$ cat src/rtl/hamming74_serial_encoder.sv
// Hamming(7,4) serial encoder: accepts nibbles over valid/ready, shifts 7-bit codewords out LSB-first,
// BIT_CYCLES clocks per bit, with a one-word holding register for gap-free back-to-back transmission.
module hamming74_serial_encoder #(
   parameter int   BIT_CYCLES = 1,
   parameter logic IDLE_LEVEL = 1'b0
) (
   input  logic       clk,
   input  logic       rst_n,
   input  logic       ena,
   input  logic [3:0] data_in,
   input  logic       data_valid,
   output logic       data_ready,
   output logic       enc_out,
   output logic       enc_frame,
   output logic       busy
);

   typedef enum logic [0:0] {
      IDLE = 1'b0,
      SEND = 1'b1
   } state_t;

   localparam logic [7:0] BIT_TERM = 8'(BIT_CYCLES - 1);

   function automatic logic [6:0] hamming_encode(input logic [3:0] d);
      logic p1;
      logic p2;
      logic p4;
      p1 = d[0] ^ d[1] ^ d[3];
      p2 = d[0] ^ d[2] ^ d[3];
      p4 = d[1] ^ d[2] ^ d[3];
      return {d[3], d[2], d[1], p4, d[0], p2, p1};
   endfunction

   state_t     state_r, state_nx;
   logic [6:0] shift_r, shift_nx;
   logic [6:0] hold_r, hold_nx;
   logic       hold_full_r, hold_full_nx;
   logic [2:0] bit_idx_r, bit_idx_nx;
   logic [7:0] timer_r, timer_nx;
   logic       enc_out_r, enc_out_nx;
   logic       enc_frame_r, enc_frame_nx;

   logic       accept_s;
   logic       bit_done_s;
   logic       word_end_s;
   logic [2:0] next_idx_s;
   logic [6:0] cw_in_s;

   assign data_ready = ena & ~hold_full_r;
   assign accept_s   = data_valid & data_ready;
   assign bit_done_s = (timer_r == BIT_TERM);
   assign word_end_s = bit_done_s & (bit_idx_r == 3'd6);
   assign next_idx_s = bit_idx_r + 3'd1;
   assign cw_in_s    = hamming_encode(data_in);
   assign enc_out    = enc_out_r;
   assign enc_frame  = enc_frame_r;
   assign busy       = (state_r == SEND) | hold_full_r;

   // Next-state logic for the transmit FSM, shifter, timer and holding register
   always_comb begin
      state_nx     = state_r;
      shift_nx     = shift_r;
      hold_nx      = hold_r;
      hold_full_nx = hold_full_r;
      bit_idx_nx   = bit_idx_r;
      timer_nx     = timer_r;
      enc_out_nx   = enc_out_r;
      enc_frame_nx = enc_frame_r;
      if (ena) begin
         case (state_r)
            IDLE: begin
               if (accept_s) begin
                  shift_nx     = cw_in_s;
                  bit_idx_nx   = 3'd0;
                  timer_nx     = 8'd0;
                  state_nx     = SEND;
                  enc_out_nx   = cw_in_s[0];
                  enc_frame_nx = 1'b1;
               end else begin
                  enc_out_nx   = IDLE_LEVEL;
                  enc_frame_nx = 1'b0;
               end
            end
            SEND: begin
               if (bit_done_s) begin
                  timer_nx = 8'd0;
                  if (bit_idx_r == 3'd6) begin
                     bit_idx_nx = 3'd0;
                     if (hold_full_r) begin
                        shift_nx     = hold_r;
                        hold_full_nx = 1'b0;
                        enc_out_nx   = hold_r[0];
                        enc_frame_nx = 1'b1;
                     end else if (accept_s) begin
                        // a word accepted on the last edge of a codeword goes straight to the shifter
                        shift_nx     = cw_in_s;
                        enc_out_nx   = cw_in_s[0];
                        enc_frame_nx = 1'b1;
                     end else begin
                        state_nx     = IDLE;
                        enc_out_nx   = IDLE_LEVEL;
                        enc_frame_nx = 1'b0;
                     end
                  end else begin
                     bit_idx_nx   = next_idx_s;
                     enc_out_nx   = shift_r[next_idx_s];
                     enc_frame_nx = 1'b0;
                  end
               end else begin
                  timer_nx = timer_r + 8'd1;
               end
               if (accept_s && !word_end_s) begin
                  hold_nx      = cw_in_s;
                  hold_full_nx = 1'b1;
               end else begin
                  hold_nx = hold_nx;
               end
            end
            default: begin
               state_nx     = IDLE;
               enc_out_nx   = IDLE_LEVEL;
               enc_frame_nx = 1'b0;
            end
         endcase
      end else begin
         state_nx = state_r;
      end
   end

   // State register with asynchronous clear of the whole transmit path
   always_ff @(posedge clk or negedge rst_n) begin
      if (!rst_n) begin
         state_r     <= IDLE;
         shift_r     <= 7'd0;
         hold_r      <= 7'd0;
         hold_full_r <= 1'b0;
         bit_idx_r   <= 3'd0;
         timer_r     <= 8'd0;
         enc_out_r   <= IDLE_LEVEL;
         enc_frame_r <= 1'b0;
      end else begin
         state_r     <= state_nx;
         shift_r     <= shift_nx;
         hold_r      <= hold_nx;
         hold_full_r <= hold_full_nx;
         bit_idx_r   <= bit_idx_nx;
         timer_r     <= timer_nx;
         enc_out_r   <= enc_out_nx;
         enc_frame_r <= enc_frame_nx;
      end
   end

endmodule

$ cat config.mk
export PLATFORM = sky130hd
export DESIGN_NAME = hamming74_serial_encoder
export DESIGN_NICKNAME = d
export VERILOG_FILES = /design/src/rtl/hamming74_serial_encoder.sv
export SDC_FILE = /design/constraint.sdc
export NUM_CORES = 1
export LEC_CHECK = 0
export BUFFER_PORTS_ARGS = -buffer_cell sky130_fd_sc_hd__buf_4
export CORE_ASPECT_RATIO = 0.8
export CORE_MARGIN = 2
export CORE_UTILIZATION = 45
export CTS_CLUSTER_SIZE = 30
export DETAILED_ROUTE_END_ITERATION = 12
export GPL_ROUTABILITY_DRIVEN = 0
export GPL_TIMING_DRIVEN = 0
export PLACE_DENSITY = 0.71
export SYNTH_ARGS = -nofsm -noshare
export SYNTH_HDL_FRONTEND = slang
export SYNTH_SLANG_ARGS = --single-unit
$ cat constraint.sdc
create_clock -name clk -period 1.9 [get_ports clk]
set_input_delay 0.38 -clock clk [delete_from_list [all_inputs] [get_ports clk]]
set_output_delay 0.38 -clock clk [all_outputs]
set_load 0.1 [all_outputs]
# [Yosys cells after proc, flatten, opt, wreduce, memory -nomap -nowiden]
# Cells that the tools add are included.
# W data, S select, Z words.
[totals] ramBits=0 word_cells=68 regBits=29 latchBits=0 out_inout_bits=4 mem_count=0 inputBits=8 romBits=0
[op_classes] addsub=2 n_mul=0 n_bitwise=12 n_eq_ne=4 reduce_logical=11 magnitude_cmp=1 n_mux=30 div_mod_pow=0 shift=0
[ops] operator="$mux W7" count=4
[ops] operator="$mux W8" count=2
[ops] operator="$pmux W8 S2" count=1
[ops] operator="$mux W1" count=14
[ops] operator="$pmux W7 S2" count=1
[ops] operator="$mux W3" count=3
[ops] operator="$reduce_and A3 Y1" count=3
[ops] operator="$add A8 B1 Y8 const B" count=1
[ops] operator="$logic_not A8 Y1" count=1
[ops] operator="$pmux W1 S2" count=3
[ops] operator="$pmux W3 S2" count=1
[ops] operator="$xor A1 B1 Y1" count=6
[ops] operator="$lt A3 B4 Y1 const B" count=1
[ops] operator="$ne A2 B1 Y1 const B" count=2
[ops] operator="$reduce_and A2 Y1" count=2
[ops] operator="$reduce_and A4 Y1" count=1
[ops] operator="$reduce_bool A2 Y1" count=2
[ops] operator="$add A3 B1 Y3 const B" count=1
[ops] operator="$and A1 B1 Y1" count=3
[ops] operator="$bmux W1 S3" count=1
[ops] operator="$eq A3 B3 Y1 const B" count=1
[ops] operator="$ne A2 B2 Y1 const B" count=1
[ops] operator="$not A1 Y1" count=2
[ops] operator="$logic_and A1 B1 Y1" count=1
[ops] operator="other kinds (2)" count=2

# [Longest topological paths before layout]
# Gate-level depths: netlist of the first run.
[depth] depth_word=8 ltp_mapped=6 depth_no_buf=6

# [Worst setup path before layout of the first run]
# No wires, ideal clock.
[synth_path] path_kind="register to register" startpoint="register hold_full_r" endpoint="register shift_r[2]" path_slack_ns=-0.495 synth_period_minus_slack_ns=2.395 arrival_time_ns=2.271 required_ns=1.775 path_buffers=0 setup_time_ns=0.125 path_stages_with_launch=6 cell_sequence="dfrtp_1 nand2b_1 inv_1 nand2_1 a211oi_4 mux2_2"
[synth_via] elab_chain_len=8
[synth_lines] item="start, declared" line="38" rtl="logic hold_full_r, hold_full_nx;"
[synth_lines] item="start signal, assigned" line="146" rtl="hold_full_r <= hold_full_nx;"
[synth_lines] item="$not A1 Y1 (*)" line="50" rtl="assign data_ready = ena & ~hold_full_r;"
[synth_lines] item="$and A1 B1 Y1 (*)" line="50"
[synth_lines] item="named net data_ready" line="12" rtl="output logic data_ready,"
[synth_lines] item="$and A1 B1 Y1 (*)" line="51" rtl="assign accept_s = data_valid & data_ready;"
[synth_lines] item="$mux W7 (*)"
[synth_lines] item="$mux W7" line="90" rtl="if (hold_full_r) begin"
[synth_lines] item="$mux W7" line="88" rtl="if (bit_idx_r == 3'd6) begin"
[synth_lines] item="$mux W7" line="86" rtl="if (bit_done_s) begin"
[synth_lines] item="$pmux W7 S2 (*)" line="71" rtl="case (state_r)"
[synth_lines] item="end signal, assigned" line="144" rtl="shift_r <= shift_nx;"
[synth_lines] item="end, declared" line="36" rtl="logic [6:0] shift_r, shift_nx;"
# Mark *: on every way through the listed nets, which the timed path passes. The rest lies on a longest branch. The select of a mux whose other input is x is not followed.
# A chain may end at the register's enable or synchronous reset.

# [Final worst setup path of the first run]
[layout_path] startpoint="register state_r" endpoint="output port busy"
[layout_via] elab_chain_len=1
[layout_lines] item="start, declared" line="35" rtl="state_t state_r, state_nx;"
[layout_lines] item="start signal, assigned" line="143" rtl="state_r <= state_nx;"
[layout_lines] item="$or A1 B1 Y1" line="58" rtl="assign busy = (state_r == SEND) | hold_full_r;"
[layout_lines] item="end, declared" line="15" rtl="output logic busy"
# Every way passes these cells.

==> results.rst, run 1 <==
.. list-table::
   :header-rows: 1

   * - Metric
     - Value
   * - Area of the die
     - ~4100 µm²
   * - # setup viols final
     - 0
   * - Detailed Route WL
     - 3180 µm
   * - Number of failing hold endpoints at the final stage
     - 0
   * - Top achievable clock speed
     - about 550 MHz
   * - Pin count of the biggest net entering global routing
     - 30
   * - All-Layer GR Usage
     - about a fifth
   * - Remaining Overflow, GRT
     - 0
   * - Worst Path Class, Setup
     - reg -> out
   * - Ys Warns
     - 0
   * - Share of the yosys chip area belonging to registers
     - between 40% and 50%
   * - Post-synth design cell area
     - roughly 1600 µm²
   * - Setup skew after layout
     - 0.00391 ns
   * - Initial drt markers
     - about 120
   * - Power density of the placed cells
     - between 1500 and 2000 nW/µm²
   * - Area inside the core boundary
     - roughly 3400 µm²
   * - Static Leakage
     - slightly below 0.0009 µW
   * - Number of antenna violations at the first check in global routing
     - 0
   * - Crit path time final
     - around 1.8 ns
   * - Worst-path maximum fanout
     - 10
   * - Number of placed instances with taps included
     - just under 200
   * - Fraction of synthesized cell area taken by the top area cell type
     - between 40% and 50%
   * - Required time reported for the critical path endpoint
     - roughly 1.5 ns
   * - Layout overhead on the synthesized area
     - 21.0%
   * - Cells taking the most area after synthesis
     - sky130_fd_sc_hd__dfrtp_1 (45%), sky130_fd_sc_hd__mux2_2 (11%), sky130_fd_sc_hd__xor2_1 (3.3%)
   * - Unique cell type count in the Yosys netlist
     - 46
   * - Maximum Capacitance Violations
     - 0
   * - Mean post-synth cell area
     - between 10 and 15 µm²
   * - Width of the chip
     - approximately 71 µm
   * - Post-synthesis async set-or-reset flop share
     - 100%
   * - ANT nets after route
     - 0
   * - First element of the critical path
     - state_r
   * - Launching element type of the critical path
     - flop
   * - Post-route insts no fill
     - between 200 and 250
   * - Syn Inst Count
     - 140
   * - Final net count
     - between 150 and 200
   * - Top-Level Pins
     - 12
   * - Clock tree root buffer cell
     - sky130_fd_sc_hd__clkbuf_8
   * - Starting density of the core
     - between 40% and 50%
   * - DR pass1 iterations
     - 4
   * - H-tree level count
     - 2
   * - Minimum setup slack in the final design
     - around 0.08 ns
   * - Worst r2r src
     - timer_r[1]
   * - TritonCTS clock tree
     - built
   * - Transition at the pin with the smallest max-transition slack
     - roughly 0.42 ns
   * - Max Root-Sink Buffers
     - 2
   * - Outcome
     - complete, no violations
   * - Commonest cells after routing, fill and taps aside
     - sky130_fd_sc_hd__dfrtp_1 (29), sky130_fd_sc_hd__buf_4 (16), sky130_fd_sc_hd__mux2_2 (16), sky130_fd_sc_hd__nor2_1 (11)
   * - Kind of end point of the critical path
     - output port
   * - HPWL Detailed
     - 2160 µm
   * - Worst hold path type
     - in -> async
   * - Cell accounting for the most synthesized area
     - sky130_fd_sc_hd__dfrtp_1
   * - Vias per inst
     - ~5.7
   * - Number of flops mapped to enable cells by yosys
     - 0
   * - Number of sinks handled by clock tree synthesis
     - 29
   * - Most common flop cell mapped by yosys
     - sky130_fd_sc_hd__dfrtp_1
   * - Clock-pin slew on the worst setup and hold paths
     - about 0.060 ns
   * - TritonCTS buffer count
     - 5
   * - Height of the die
     - roughly 57 µm
   * - Port Buf Inserts
     - 11
   * - IR drop worst, VDD
     - slightly below 800 µV
   * - First-pass GRT wire length
     - 5730 µm
   * - Clock latency on the worst-skew pair
     - 0.29 ns
   * - Via count of the first global-routing pass
     - 1183
   * - R2R Setup Slk
     - 0.09 ns
   * - Number of cell rows
     - 19
   * - Most frequent standard cell in the layout excluding fill and tap cells
     - sky130_fd_sc_hd__dfrtp_1
   * - Antenna cells
     - 0
   * - Final Max Tran Viols
     - 0
   * - RSZ-0062 raised after global routing
     - yes
   * - Headroom to the max-slew limit
     - around 72%
   * - Fraction of layout instances using a drive strength above 1
     - 38.4%
   * - Count of filler cells inserted in the layout
     - approximately 300
   * - Total via count in the routed design
     - 1167
   * - Tightest hold margin
     - 0.000656 ns
   * - #FFs+latches synth
     - 29
   * - Wire per inst
     - 15.4 µm
   * - Fin crit share
     - between 90% and 100%
   * - Critical Path AT
     - between 1 and 1.5 ns
   * - Net count after synthesis
     - approximately 150
   * - Pre-CTS setup slack
     - -0.118 ns
   * - Detailed-route DRC error count
     - 0
==> cell usage after synthesis, types with 2 or more instances <==
library cell and count:
sky130_fd_sc_hd__and3_1 2, sky130_fd_sc_hd__mux2_2 16, sky130_fd_sc_hd__o22ai_1 3, sky130_fd_sc_hd__xnor2_1 3
sky130_fd_sc_hd__nand2_1 8, sky130_fd_sc_hd__a21boi_2 2, sky130_fd_sc_hd__o211ai_1 2, sky130_fd_sc_hd__o21ai_0 7
sky130_fd_sc_hd__nand2b_1 2, sky130_fd_sc_hd__a21oi_1 2, sky130_fd_sc_hd__dfrtp_1 29, sky130_fd_sc_hd__a2bb2oi_1 3
sky130_fd_sc_hd__and4_2 2, sky130_fd_sc_hd__or3_1 2, sky130_fd_sc_hd__nor2_1 11, sky130_fd_sc_hd__xor2_1 6
sky130_fd_sc_hd__buf_2 2, sky130_fd_sc_hd__inv_1 5, sky130_fd_sc_hd__ha_1 4, sky130_fd_sc_hd__o2111ai_1 3
==> per-stage QoR <==
stage               setup TNS [ns]  total power [µW]  utilization (%)  area [µm²]
detailed placement          -0.771              2340             51.7        1770
global placement            -0.343              2300             51.7        1770
floorplan                        0              2060                -        1640
finish                           0              2990             56.9        1950
CTS                              0              2980             56.1        1920
global route                -0.171              3200             56.9        1950
==> flip-flops by register name, summed over array words and instances (netlist names) <==
register / count
bit_idx_r: 3
enc_out: 1
shift_r: 7
timer_r: 8
hold_r: 7
enc_frame: 1
state_r: 1
hold_full_r: 1
==> layer usage <==
layer / share of wire, % / track usage [%]
met1: 52 / 27.2
met5: 0 / 0
met4: 3.2 / 11.9
met2: 42 / 25.1
met3: 3.1 / 4.59
==> where the power goes <==
group | switching, µW | total [µW] | internal (µW) | leakage (µW)
sequential | 171 | 1010 | 839 | 0.000363
clock | 237 | 564 | 326 | 0.0000542
combinational | 740 | 1420 | 679 | 0.000473
==> path summary, 6_finish.rpt <==
path	endpoint	cells after the start
max in group asynchronous	hold_r[1]	1
worst min-delay path	timer_r[7]	1
min in group clk	hold_r[5]	2
worst max register to register	shift_r[4]	8
worst max-delay path	busy	3
worst min register to register	enc_frame	1
==> critical path: stages, from the launching register on <==
cell and delay [ns]:
sky130_fd_sc_hd__dfrtp_1 0.45, sky130_fd_sc_hd__buf_4 0.20, sky130_fd_sc_hd__or2_2 0.30, sky130_fd_sc_hd__buf_6 0.19
==> logic make-up (layout without fill, tap and decap cells) <==
family	Yosys count	in the layout	share of synthesized area [%]
simple gates	37	37	13.8
compound gates	35	35	17.0
flops	29	29	45.1
mux	17	17	12.6
xor+xnor	10	10	6.38
buf+inv	8	32	2.02
fa+ha+maj	4	4	3.11
==> final cells by class <==
| type | count | area (µm²) | area share [%] |
|---|---|---|---|
| buffer | 2 | 12.5 | 0.643 |
| clock buffer | 7 | 96.3 | 4.95 |
| clock inverter | 1 | 5.00 | 0.257 |
| inverter | 5 | 22.5 | 1.16 |
| multi-input combinational | 103 | 897 | 46.1 |
| sequential | 29 | 726 | 37.3 |
| tap | 42 | 52.6 | 2.70 |
| timing repair buffer | 17 | 135 | 6.94 |
==> repair_timing <==
item / in CTS / in global routing
buffers inserted: 4 / 2
resized for setup: 3 / 5
setup endpoints to repair: 12 / 16
hold buffers: 0 / 0
gates cloned: 0 / 0
pin swaps: 2 / 1
Power figures use the tool's default switching activity.
==> inputs of run 2 (changes only) <==
PLACE_DENSITY = 0.72   (was 0.71)
==> run 2 against run 1 <==
Effect of this change:
- register-to-register slack about the same
- utilization down 0.73 points
- worst hold slack better by 0.010 ns
- non-clock buffer count unchanged
- total power down 2.2%
- highest routed layer unchanged
- clock-buffer cell count up 1
==> results.rst, run 2 (synthesis gave the netlist of run 1 again) <==
.. list-table::
   :header-rows: 1

   * - Metric
     - Value
   * - Outcome
     - complete, no violations
   * - Post-route core utilization
     - 56.1%
   * - Summed negative setup slack over all endpoints
     - 0 ns
   * - Pin count of the biggest net entering global routing
     - 30
   * - Detailed Route WL
     - about 3200 µm
   * - Clock-pin slew on the worst setup and hold paths
     - 0.06 ns
   * - Maximum Capacitance Violations
     - 0
   * - TritonCTS clock tree
     - built
   * - Power density of the placed cells
     - ~1500 nW/µm²
   * - Transition at the pin with the smallest max-transition slack
     - between 0.5 and 0.6 ns
   * - Clock tree root buffer cell
     - sky130_fd_sc_hd__clkbuf_8
   * - Launching element type of the critical path
     - flop
   * - Top achievable clock speed
     - about 550 MHz
   * - Fraction of layout instances using a drive strength above 1
     - about 36%
   * - Crit path time final
     - 1.81 ns
   * - Delay of the slowest critical-path stage
     - between 0.3 and 0.4 ns
   * - Number of cell rows
     - 19
   * - Required time reported for the critical path endpoint
     - around 2 ns
   * - Antenna cells
     - 0
   * - Detailed-route DRC error count
     - 0
   * - Power dissipated by switching net loads
     - about 1100 µW
   * - Final net count
     - ~180
   * - Setup skew after layout
     - ~0.0024 ns
   * - H-tree level count
     - 2
   * - ANT nets after route
     - 0
   * - Post-cts hold buffer count
     - 0
   * - Worst path slowest cell
     - sky130_fd_sc_hd__dfrtp_1
   * - First-pass GRT wire length
     - between 5000 and 6000 µm
   * - Top-Level Pins
     - 12
   * - Number of sinks handled by clock tree synthesis
     - 29
   * - Number of antenna violations at the first check in global routing
     - 0
   * - Largest reg by FF count
     - timer_r
   * - Worst Path Class, Setup
     - reg -> reg
   * - Cell breakdown of the critical path
     - inv_1 -> ha_1 -> nor4b_4 -> buf_4 -> a21oi_4 -> a211oi_4 -> buf_6 -> mux2_2
   * - Most frequent standard cell in the layout excluding fill and tap cells
     - sky130_fd_sc_hd__dfrtp_1
   * - # setup viols final
     - 0
   * - Critical Path AT
     - between 1.5 and 2 ns
   * - Commonest cells after routing, fill and taps aside
     - sky130_fd_sc_hd__dfrtp_1 (29), sky130_fd_sc_hd__buf_4 (16), sky130_fd_sc_hd__mux2_2 (16), sky130_fd_sc_hd__nor2_1 (11)
   * - HPWL Detailed
     - about 2200 µm
   * - Fin crit share
     - 95.5%
   * - Headroom to the max-slew limit
     - a little over 60%
   * - IR drop worst, VDD
     - roughly 900 µV
   * - Clock latency on the worst-skew pair
     - 0.28 ns
   * - Width of the chip
     - a little over 70 µm
   * - Total via count in the routed design
     - approximately 1200
   * - Switching Fraction
     - around two fifths
   * - Worst-path maximum fanout
     - 6
   * - Leading registers by flop count
     - timer_r (8), hold_r (7), shift_r (7)
   * - Final Max Tran Viols
     - 0
   * - Wire per inst
     - about 15 µm
   * - RSZ-0062 raised after global routing
     - yes
   * - Number of placed instances with taps included
     - roughly 190
   * - TritonCTS buffer count
     - 5
   * - Height of the die
     - 57.5 µm
   * - Number of failing hold endpoints at the final stage
     - 0
   * - Worst hold path type
     - in -> async
   * - Internal power
     - between 1500 and 2000 µW
   * - Max Root-Sink Buffers
     - 2
   * - Remaining Overflow, GRT
     - 0
   * - Post-route insts no fill
     - 206
   * - Initial drt markers
     - 42
   * - All-Layer GR Usage
     - 17.6%
   * - Clock share of power
     - 16.4%
   * - Area of the die
     - slightly above 4000 µm²
   * - Layout overhead on the synthesized area
     - 19.4%
   * - Kind of end point of the critical path
     - flop
   * - DR pass1 iterations
     - 4
   * - Vias per inst
     - roughly 5.7
   * - Static Leakage
     - between 0.0008 and 0.0009 µW
   * - Buffers plus inverters on the worst setup path
     - 3
   * - Port Buf Inserts
     - 11
   * - Largest delay share family, worst path
     - buffers and inverters
   * - Register share of total power
     - 34.4%
   * - Starting density of the core
     - a little under half
   * - Max FFs per register
     - 8
   * - Area inside the core boundary
     - roughly 3400 µm²
   * - Combinational share of power
     - 49.2%
   * - Via count of the first global-routing pass
     - roughly 1100
==> run 2: cell types whose count changed in the layout (fill, tap and decap cells not counted) <==
cell	delta
sky130_fd_sc_hd__clkbuf_8	-2
sky130_fd_sc_hd__clkbuf_1	+3
sky130_fd_sc_hd__o21ai_1	+1
sky130_fd_sc_hd__clkinv_2	-1
sky130_fd_sc_hd__o21ai_2	-1
==> run 2: final timing paths <==
kind | start | end | slack, ns | cells past startpoint
setup / recovery | timer_r[1] | shift_r[6] | 0.09 | 8
hold / removal | rst_n | hold_r[3] | 0.01 | 1
setup reg to reg | timer_r[1] | shift_r[6] | 0.09 | 8
hold reg to reg | enc_frame | enc_frame | 0.50 | 1
max in group asynchronous | rst_n | shift_r[5] | 1.61 | 1
min in group clk | data_in[2] | hold_r[5] | 0.37 | 2
==> run 2: repair_timing <==
action	4_1_cts	5_1_grt
pin swaps	2	1
setup endpoints to repair	12	13
buffers inserted	3	3
gates resized for setup	4	3
endpoints found under the hold margin	0	0
==> run 2: routing by layer <==
layer	vias up	share of wire, %	global-route usage (%)
met5	-	0	0
met4	0	1.4	6.47
met3	5	3.3	4.95
met2	22	47	25.5
met1	580	49	25.5
li1	564	-	-
==> run 2: power by group through the flow <==
stage | clock [µW] | sequential [µW] | combinational (µW)
final | 480 | 1010 | 1440
after CTS | 489 | 995 | 1410
after detailed placement | 0 | 1000 | 1340
after global routing | 523 | 1040 | 1570
after global placement | 0 | 989 | 1300
after floorplan | 0 | 1070 | 994
==> run 2: metrics by stage <==
stage / worst slack (ns) / total power [µW] / cell area (µm²) / hold slack, ns
after detailed placement: -0.110 / 2350 / 1770 / 0.325
final: 0.0854 / 2930 / 1920 / 0.0109
after CTS: 0.00409 / 2900 / 1900 / 0.0262
after floorplan: 0.0219 / 2060 / 1640 / 0.0844
after global placement: -0.0749 / 2290 / 1770 / 0.320
after global routing: -0.00520 / 3120 / 1920 / 0.0365
==> run 2: final cells by class <==
type                    instances  area (µm²)
fillers                       312        1500
multi-input cells             103         893
flip-flops and latches         29         726
repair buffers                 17         135
clock buffers                   8        80.1
well taps                      42        52.6
inverters                       5        22.5
plain buffers                   2        12.5
